[src/rtl/hier_fanin_collector.sv]
// hier_fanin_collector
// Merges result beats from N_CHILD child instances into one parent-facing
// stream. A round-robin arbiter picks one eligible child per cycle. Each
// accepted beat is tagged with its source index. The block tracks which
// children have sent their final beat, counts delivered beats with
// saturation, and flags completion once every child is finished and the
// output register has drained.
module hier_fanin_collector #(
  parameter int N_CHILD = 5,
  parameter int DATA_W  = 16,
  parameter int IDX_W   = 3,
  parameter int CNT_W   = 16
) (
  input  logic                      clk,
  input  logic                      rst,
  input  logic [N_CHILD-1:0]        child_valid,
  input  logic [N_CHILD*DATA_W-1:0] child_data,
  input  logic [N_CHILD-1:0]        child_last,
  output logic [N_CHILD-1:0]        child_ready,
  output logic                      out_valid,
  output logic [DATA_W-1:0]         out_data,
  output logic [IDX_W-1:0]          out_idx,
  output logic                      out_last,
  input  logic                      out_ready,
  input  logic                      clear,
  output logic [N_CHILD-1:0]        done_mask,
  output logic                      all_done,
  output logic [CNT_W-1:0]          beat_count
);

  logic [IDX_W-1:0]  rr_ptr;
  logic [N_CHILD-1:0] eligible;
  logic              found;
  logic [IDX_W-1:0]  grant;
  logic [DATA_W-1:0] sel_data;
  logic              sel_last;
  logic              load_en;
  logic              accept;
  logic              drain;

  logic              vld_p1;
  logic [DATA_W-1:0] data_p1;
  logic [IDX_W-1:0]  idx_p1;
  logic              last_p1;

  // Saturating increment: the counter sticks at all ones.
  function automatic logic [CNT_W-1:0] sat_inc(input logic [CNT_W-1:0] c);
    return (&c) ? c : c + 1'b1;
  endfunction

  // Pointer advance, wrapping from the last child back to child 0.
  function automatic logic [IDX_W-1:0] next_ptr(input logic [IDX_W-1:0] g);
    return (g == IDX_W'(N_CHILD - 1)) ? '0 : g + 1'b1;
  endfunction

  assign eligible = child_valid & ~done_mask;
  assign load_en  = !vld_p1 || out_ready;
  assign accept   = found && load_en && !rst;
  assign drain    = vld_p1 && out_ready;

  // Round-robin scan starting at rr_ptr; first eligible child wins and its payload is muxed out.
  always_comb begin
    int scan;
    scan     = 0;
    found    = 1'b0;
    grant    = '0;
    sel_data = '0;
    sel_last = 1'b0;
    for (int k = 0; k < N_CHILD; k++) begin
      scan = int'(rr_ptr) + k;
      if (scan >= N_CHILD) scan = scan - N_CHILD;
      if (!found && eligible[scan]) begin
        found    = 1'b1;
        grant    = IDX_W'(scan);
        sel_data = child_data[scan*DATA_W +: DATA_W];
        sel_last = child_last[scan];
      end
    end
  end

  // One-hot accept toward the granted child; zero under reset, backpressure or no request.
  always_comb begin
    child_ready = '0;
    if (accept) child_ready[grant] = 1'b1;
  end

  // Stage p1: output register, a one-entry pipeline slot that refills on drain.
  always_ff @(posedge clk) begin
    if (rst) begin
      vld_p1  <= 1'b0;
      data_p1 <= '0;
      idx_p1  <= '0;
      last_p1 <= 1'b0;
    end else if (accept) begin
      vld_p1  <= 1'b1;
      data_p1 <= sel_data;
      idx_p1  <= grant;
      last_p1 <= sel_last;
    end else if (drain) begin
      vld_p1  <= 1'b0;
    end
  end

  // Arbitration pointer moves just past the child that was served.
  always_ff @(posedge clk) begin
    if (rst) begin
      rr_ptr <= '0;
    end else if (accept) begin
      rr_ptr <= next_ptr(grant);
    end
  end

  // End-of-stream tracking and completion; clear wins over a same-cycle last beat.
  always_ff @(posedge clk) begin
    if (rst) begin
      done_mask <= '0;
      all_done  <= 1'b0;
    end else begin
      if (clear) begin
        done_mask <= '0;
      end else if (accept && sel_last) begin
        done_mask <= done_mask | child_ready;
      end
      all_done <= (&done_mask) && !vld_p1 && !clear;
    end
  end

  // Delivered-beat counter; clear drops any same-cycle increment.
  always_ff @(posedge clk) begin
    if (rst) begin
      beat_count <= '0;
    end else if (clear) begin
      beat_count <= '0;
    end else if (drain) begin
      beat_count <= sat_inc(beat_count);
    end
  end

  assign out_valid = vld_p1;
  assign out_data  = data_p1;
  assign out_idx   = idx_p1;
  assign out_last  = last_p1;

endmodule

[config.mk]
export PLATFORM = sky130hd
export DESIGN_NAME = hier_fanin_collector
export DESIGN_NICKNAME = d
export VERILOG_FILES = /design/src/rtl/hier_fanin_collector.sv
export SDC_FILE = /design/constraint.sdc
export NUM_CORES = 1
export LEC_CHECK = 0
export ABC_AREA = 1
export BUFFER_PORTS_ARGS = -buffer_cell sky130_fd_sc_hd__buf_2
export CORE_MARGIN = 2
export CORE_UTILIZATION = 25
export CTS_CLUSTER_SIZE = 14
export DETAILED_ROUTE_END_ITERATION = 10
export HOLD_SLACK_MARGIN = 0.1
export PLACE_DENSITY = 0.5
export SLEW_MARGIN = 10
export SYNTH_ARGS = -nofsm -noshare
export SYNTH_HDL_FRONTEND = slang
export SYNTH_SLANG_ARGS = --single-unit
[constraint.sdc]
create_clock -name clk -period 3.6 [get_ports clk]
set_input_delay 0.36 -clock clk [delete_from_list [all_inputs] [get_ports clk]]
set_output_delay 0.36 -clock clk [all_outputs]
set_load 0.005 [all_outputs]
* Yosys cells after proc, flatten, opt, wreduce, memory -nomap -nowiden
Index checks and enable logic that the tools add are counted.
** Storage, ports and cells
- Output and inout port bits :: 48
- Register bits after elaboration :: 46
- Input port bits :: 94
- Logic and storage cells :: 126
** Cells by class
- Muxes and demuxes :: 61
- Bitwise gates (word level) :: 4
- Reductions and logical operators :: 24
- $lt $le $gt $ge :: 12
- Equal/unequal tests :: 1
- Add/sub/neg operators :: 11
- Shift operators :: 5
** Operators with widths (number)
- indexed part select 80 x 32 -> 16 bit :: 5
- less-than comparator 32 x 5 -> 1 bit, second input constant :: 5
- two-way mux 32 bit :: 5
- two-way mux 16 bit :: 5
- two-way mux 1 bit :: 33
- binary-select mux 1 bit (select 3 bit) :: 10
- subtractor 4 x 3 -> 5 bit, second input constant :: 4
- two-way mux 3 bit :: 6
- adder 16 x 1 -> 16 bit, second input constant :: 1
- >= comparator 4 x 3 -> 1 bit, second input constant :: 4
- AND reduction 16 bit :: 1
- logical AND 1 bit :: 11
- adder 3 x 2 -> 4 bit, second input constant :: 2
- logical NOT 1 bit :: 7
- bitwise AND 5 bit :: 1
- two-way mux 5 bit :: 1
- NOT 5 bit :: 1
- OR 5 bit :: 1
- AND reduction 5 bit :: 1
- adder 3 x 1 -> 4 bit, second input constant :: 1
- adder 3 x 3 -> 4 bit, second input constant :: 1
- less-than comparator 3 x 4 -> 1 bit, second input constant :: 1
- subtractor 3 x 3 -> 4 bit, second input constant :: 1
- adder 3 x 1 -> 3 bit, second input constant :: 1
- other kinds (9) :: 9

* Logic depth before layout (Yosys ltp)
- Word-level depth :: 24
- Depth in mapped cells :: 29
- Gate-level depth less buffers :: 27

* Worst setup path after synthesis
No wires, ideal clock.
- Kind :: register to register
- Start :: reg rr_ptr[1]
- End :: reg rr_ptr[1]
- Library setup time :: 132 ps
- Path buffers :: 1
- Slack :: 390 ps
- Stages on the path, launching flop included :: 24
- Period minus slack after synthesis :: 3210 ps
- Required time :: 3468 ps
- Arrival :: 3078 ps
- Path through :: dfxtp_1 > inv_1 > ha_1 > inv_1 > ha_1 > nor2_1 > nor2_2 > nand2_1 > nand2_1 > buf_4 > nand2_1 > nand3_1 > nand2_1 > nand2_1 > nand2_2 > inv_4 > nand4_2 > nor2_4 > nand3_1 > nand2_2 > inv_1 > ha_1 > o21ai_0 > a21oi_1
** On the way
- Word-level cells in the longest chain between the ends :: 20
- Elaborated cells between the ends (all ways) :: 57
- Those cells by class :: add/sub: 10; order compare: 5; eq/ne: 1; mux: 31; reduce/logical: 10
** RTL lines
- start: declaration :: RTL line 31 : logic [IDX_W-1:0] rr_ptr;
- start signal: assignment :: RTL line 109 : rr_ptr <= next_ptr(grant);
- parallel branches: the longest is 20 deep, another holds subtractor 4 x 3 -> 5 bit
Several ways; the timed one is not identified. The select of a mux whose other input is x is not followed.
A chain may end at the register's enable or synchronous reset.

* Final worst setup path
- Start :: reg rr_ptr[0]
- End :: out child_ready[2]
** On the way
- Word-level cells in the longest chain between the ends :: 23
- Elaborated cells between the ends (all ways) :: 60
- Those cells by class :: add/sub: 9; order compare: 7; mux: 33; reduce/logical: 11
** RTL lines
- parallel branches: the longest is 22 deep, another holds subtractor 4 x 3 -> 5 bit
- two-way mux 5 bit (*) :: RTL line 84 : if (accept) child_ready[grant] = 1'b1;
- end: declaration :: RTL line 19 : output logic [N_CHILD-1:0] child_ready,
Mark *: on every way between the ends. The select of a mux whose other input is x is not followed.

==> qor.csv <==
metric,value,unit
final hold viol count,0,
area share of fa/ha/maj cells after synthesis,3.12,%
clk_lat worst skew,300,ps
vias in the first global route,9046,
Crit. End Element,primary output,
Syn Nets,1421,
Via Count,9976,
required time of the critical path,3240,ps
setup TNS,0,ps
critical setup path kind,register to primary output,
Max-Cap Viols,0,
RSZ-0062 raised after global routing,yes,
Reg-to-Reg Start,rr_ptr[0],
crit path capture,child_ready[2],
Slew Limit Fails,0,
worst slew pin tran,843,ps
crit path time final,3470,ps
DRT iter0 DRCs,1160,
Final ANT Viol Nets,0,
Die Area,0.0296,mm^2
first-pass GRT wire length,52100,um
simple-gate portion of the synthesized area,33.4,%
Final WS setup,127,ps
Worst R2R Path Depth,20,
startpoint types,register,
hold crit path type,input pin to register,
Synth cell types,50,
number of flops mapped to enable cells by yosys,0,
clk slew on worst S/H paths,80,ps
synth top area cells,"o21ai_0 16%, a21oi_1 13%, dfxtp_1 13%",
vias per inst,5.41,
pre-CTS setup slack,124,ps
FF-to-FF End,out_data[3],
synth-to-layout area growth,27.7,%
gr ovfl total,0,
post-route clock period utilization,96.5,%
most frequent cells in the layout,"232 x o21ai_0, 228 x nand2_1, 184 x a21oi_1",
Pre-antenna DRT Iters,8,
"commonest non-fill, non-tap cell in the layout",o21ai_0,
largest family of logic cells by synthesized area,compound AO/OA/AOI/OAI gates,
clk buf depth,2,
# port buffers,141,
outcome,"finished, final reports clean",
setup violators final,0,
Yosys reg bits,46,
clk sink count,46,
CTS tree,yes,
drt drc,0,
Die X,172,um
Slew headroom,43.8,%
Worst EP arrival,3110,ps
Initial Util,25.4,%
Num CTS Buffers,5,
Post-layout nets,1574,
largest net degree at the start of global routing,46,
critical-path maximum fanout,8,
mux cell area share after synthesis,0,%
die height,172,um
WL final,35000,um
wire per inst,19.0,um
Post-synth ARST share,0,%
CORE AREA,0.0278,mm^2
post-synthesis sequential area ratio,13.1,%
DP HPWL,25000,um
Compound-Gate Fraction of Synth Area,38.2,%
Mapped Area,0.00705,mm^2
post-synthesis xor/xnor area fraction,0.497,%
final RePlAce weighted congestion,0.931,
Fmax achieved,288,MHz
standard-cell rows,61,
initial antenna violation count,3,
cell taking the most area after synthesis,o21ai_0,
Layout Skew,11.3,ps
htree depth,2,
area share of the largest cell type after synthesis,16.5,%
hold slack,325,ps
CTS Root Cell,clkbuf_16,
"Avg Cell Area, Syn",5.38,um^2
Mapped Cells,1310,
Tot GR Track Use,22.7,%
fraction of layout cells with a size suffix above 1,23.0,%
Post-synth top flop,dfxtp_1,
CP Launch Point,rr_ptr[0],
I/O pins,142,
flop2flop setup slack,350,ps
Synth warnings,0,
cells in the mapped netlist (5+ instances only):
master and n:
inv_2 12, nor2_2 5, o22ai_1 19, nand2_2 12, nor4_1 5, buf_1 6, a21oi_1 185, o211ai_1 21
nand3_1 86, clkbuf_1 50, ha_1 16, nor2_1 165, buf_2 18, nand4_1 12, nand2_1 242, o21ai_0 232
inv_1 101, o21ai_1 6, dfxtp_1 46, buf_4 9, a22oi_1 16
state kept, by name, summed over array words and instances, names as in the netlist:
register    flops
rr_ptr          3
out_idx         3
done_mask       5
out_data       16
all_done        1
beat_count     16
out_valid       1
out_last        1
cells by family (layout without fill, tap and decap cells):
family | Yosys count | in the layout
buffers and inverters | 201 | 355
AOI/OAI and AO/OA | 499 | 499
xor gates and xnor gates | 4 | 4
adders and majority gates | 17 | 17
other | 0 | 3
DFF | 46 | 46
and+or+nand+nor | 543 | 543
how the worst min path moves through the flow:
| stage | startpoint | endpoint | slack (ps) | cells after the start |
|---|---|---|---|---|
| after global placement | out_idx[2] | out_idx[2] | 460 | 2 |
| after global routing | rst | out_idx[2] | 330 | 2 |
| after floorplan | rst | out_idx[2] | 430 | 1 |
| final | rst | out_idx[2] | 320 | 2 |
| after detailed placement | out_idx[2] | out_idx[2] | 460 | 2 |
| after CTS | rst | out_idx[2] | 320 | 2 |
metal layers:
metal  global-route usage [%]  vias up  routed length, um
met1                     29.3     4517              14300
li1                         -     4778                  -
met4                     11.9        0               1970
met2                     36.1      574              15400
met3                     4.17      107               3330
met5                        0        -                  0
through the flow:
step	cell area (um^2)	std cells	utilization, %
2_1_floorplan	7050	1310	-
3_3_place_gp	8300	1805	29.9
3_5_place_dp	8300	1805	29.9
4_1_cts	8550	1818	30.8
5_1_grt	9000	1844	32.4
6_report	9000	1845	32.4
timing repair:
| item | in CTS | in global routing |
|---|---|---|
| buffers inserted | 5 | 24 |
| hold buffers | 0 | 0 |
| resized for setup | 18 | 62 |
| pin swaps | 4 | 26 |
| endpoints found under the setup margin | 4 | 7 |
final cells by class:
class / count / area, um^2
antenna: 3 / 7.51
clock buffer: 5 / 125
clock inverter: 3 / 25.0
fill: 3156 / 18800
inverter: 117 / 452
multi-input combinational: 1063 / 5580
sequential: 46 / 930
tap: 378 / 473
timing repair buffer: 230 / 1410
critical path, cell delays in order, from the launching register on:
cell     delay [ps]
dfxtp_4         380
buf_6           150
ha_4            160
inv_1            50
nand2_1          70
nand2_1         120
nand2_2         140
nand3_4         130
nand2_1         140
o21ai_4         120
nor2_2          140
nand3_2         140
nand2_1         140
nand3_1          70
nand2_1          70
nand3_1         110
nand2_2         150
nand2_2         100
nor2_4          120
inv_1            70
nor2_1          100
buf_2           140
Power is not shown: default switching activity piles up to over one toggle a cycle in this logic, so the estimate is an artifact.
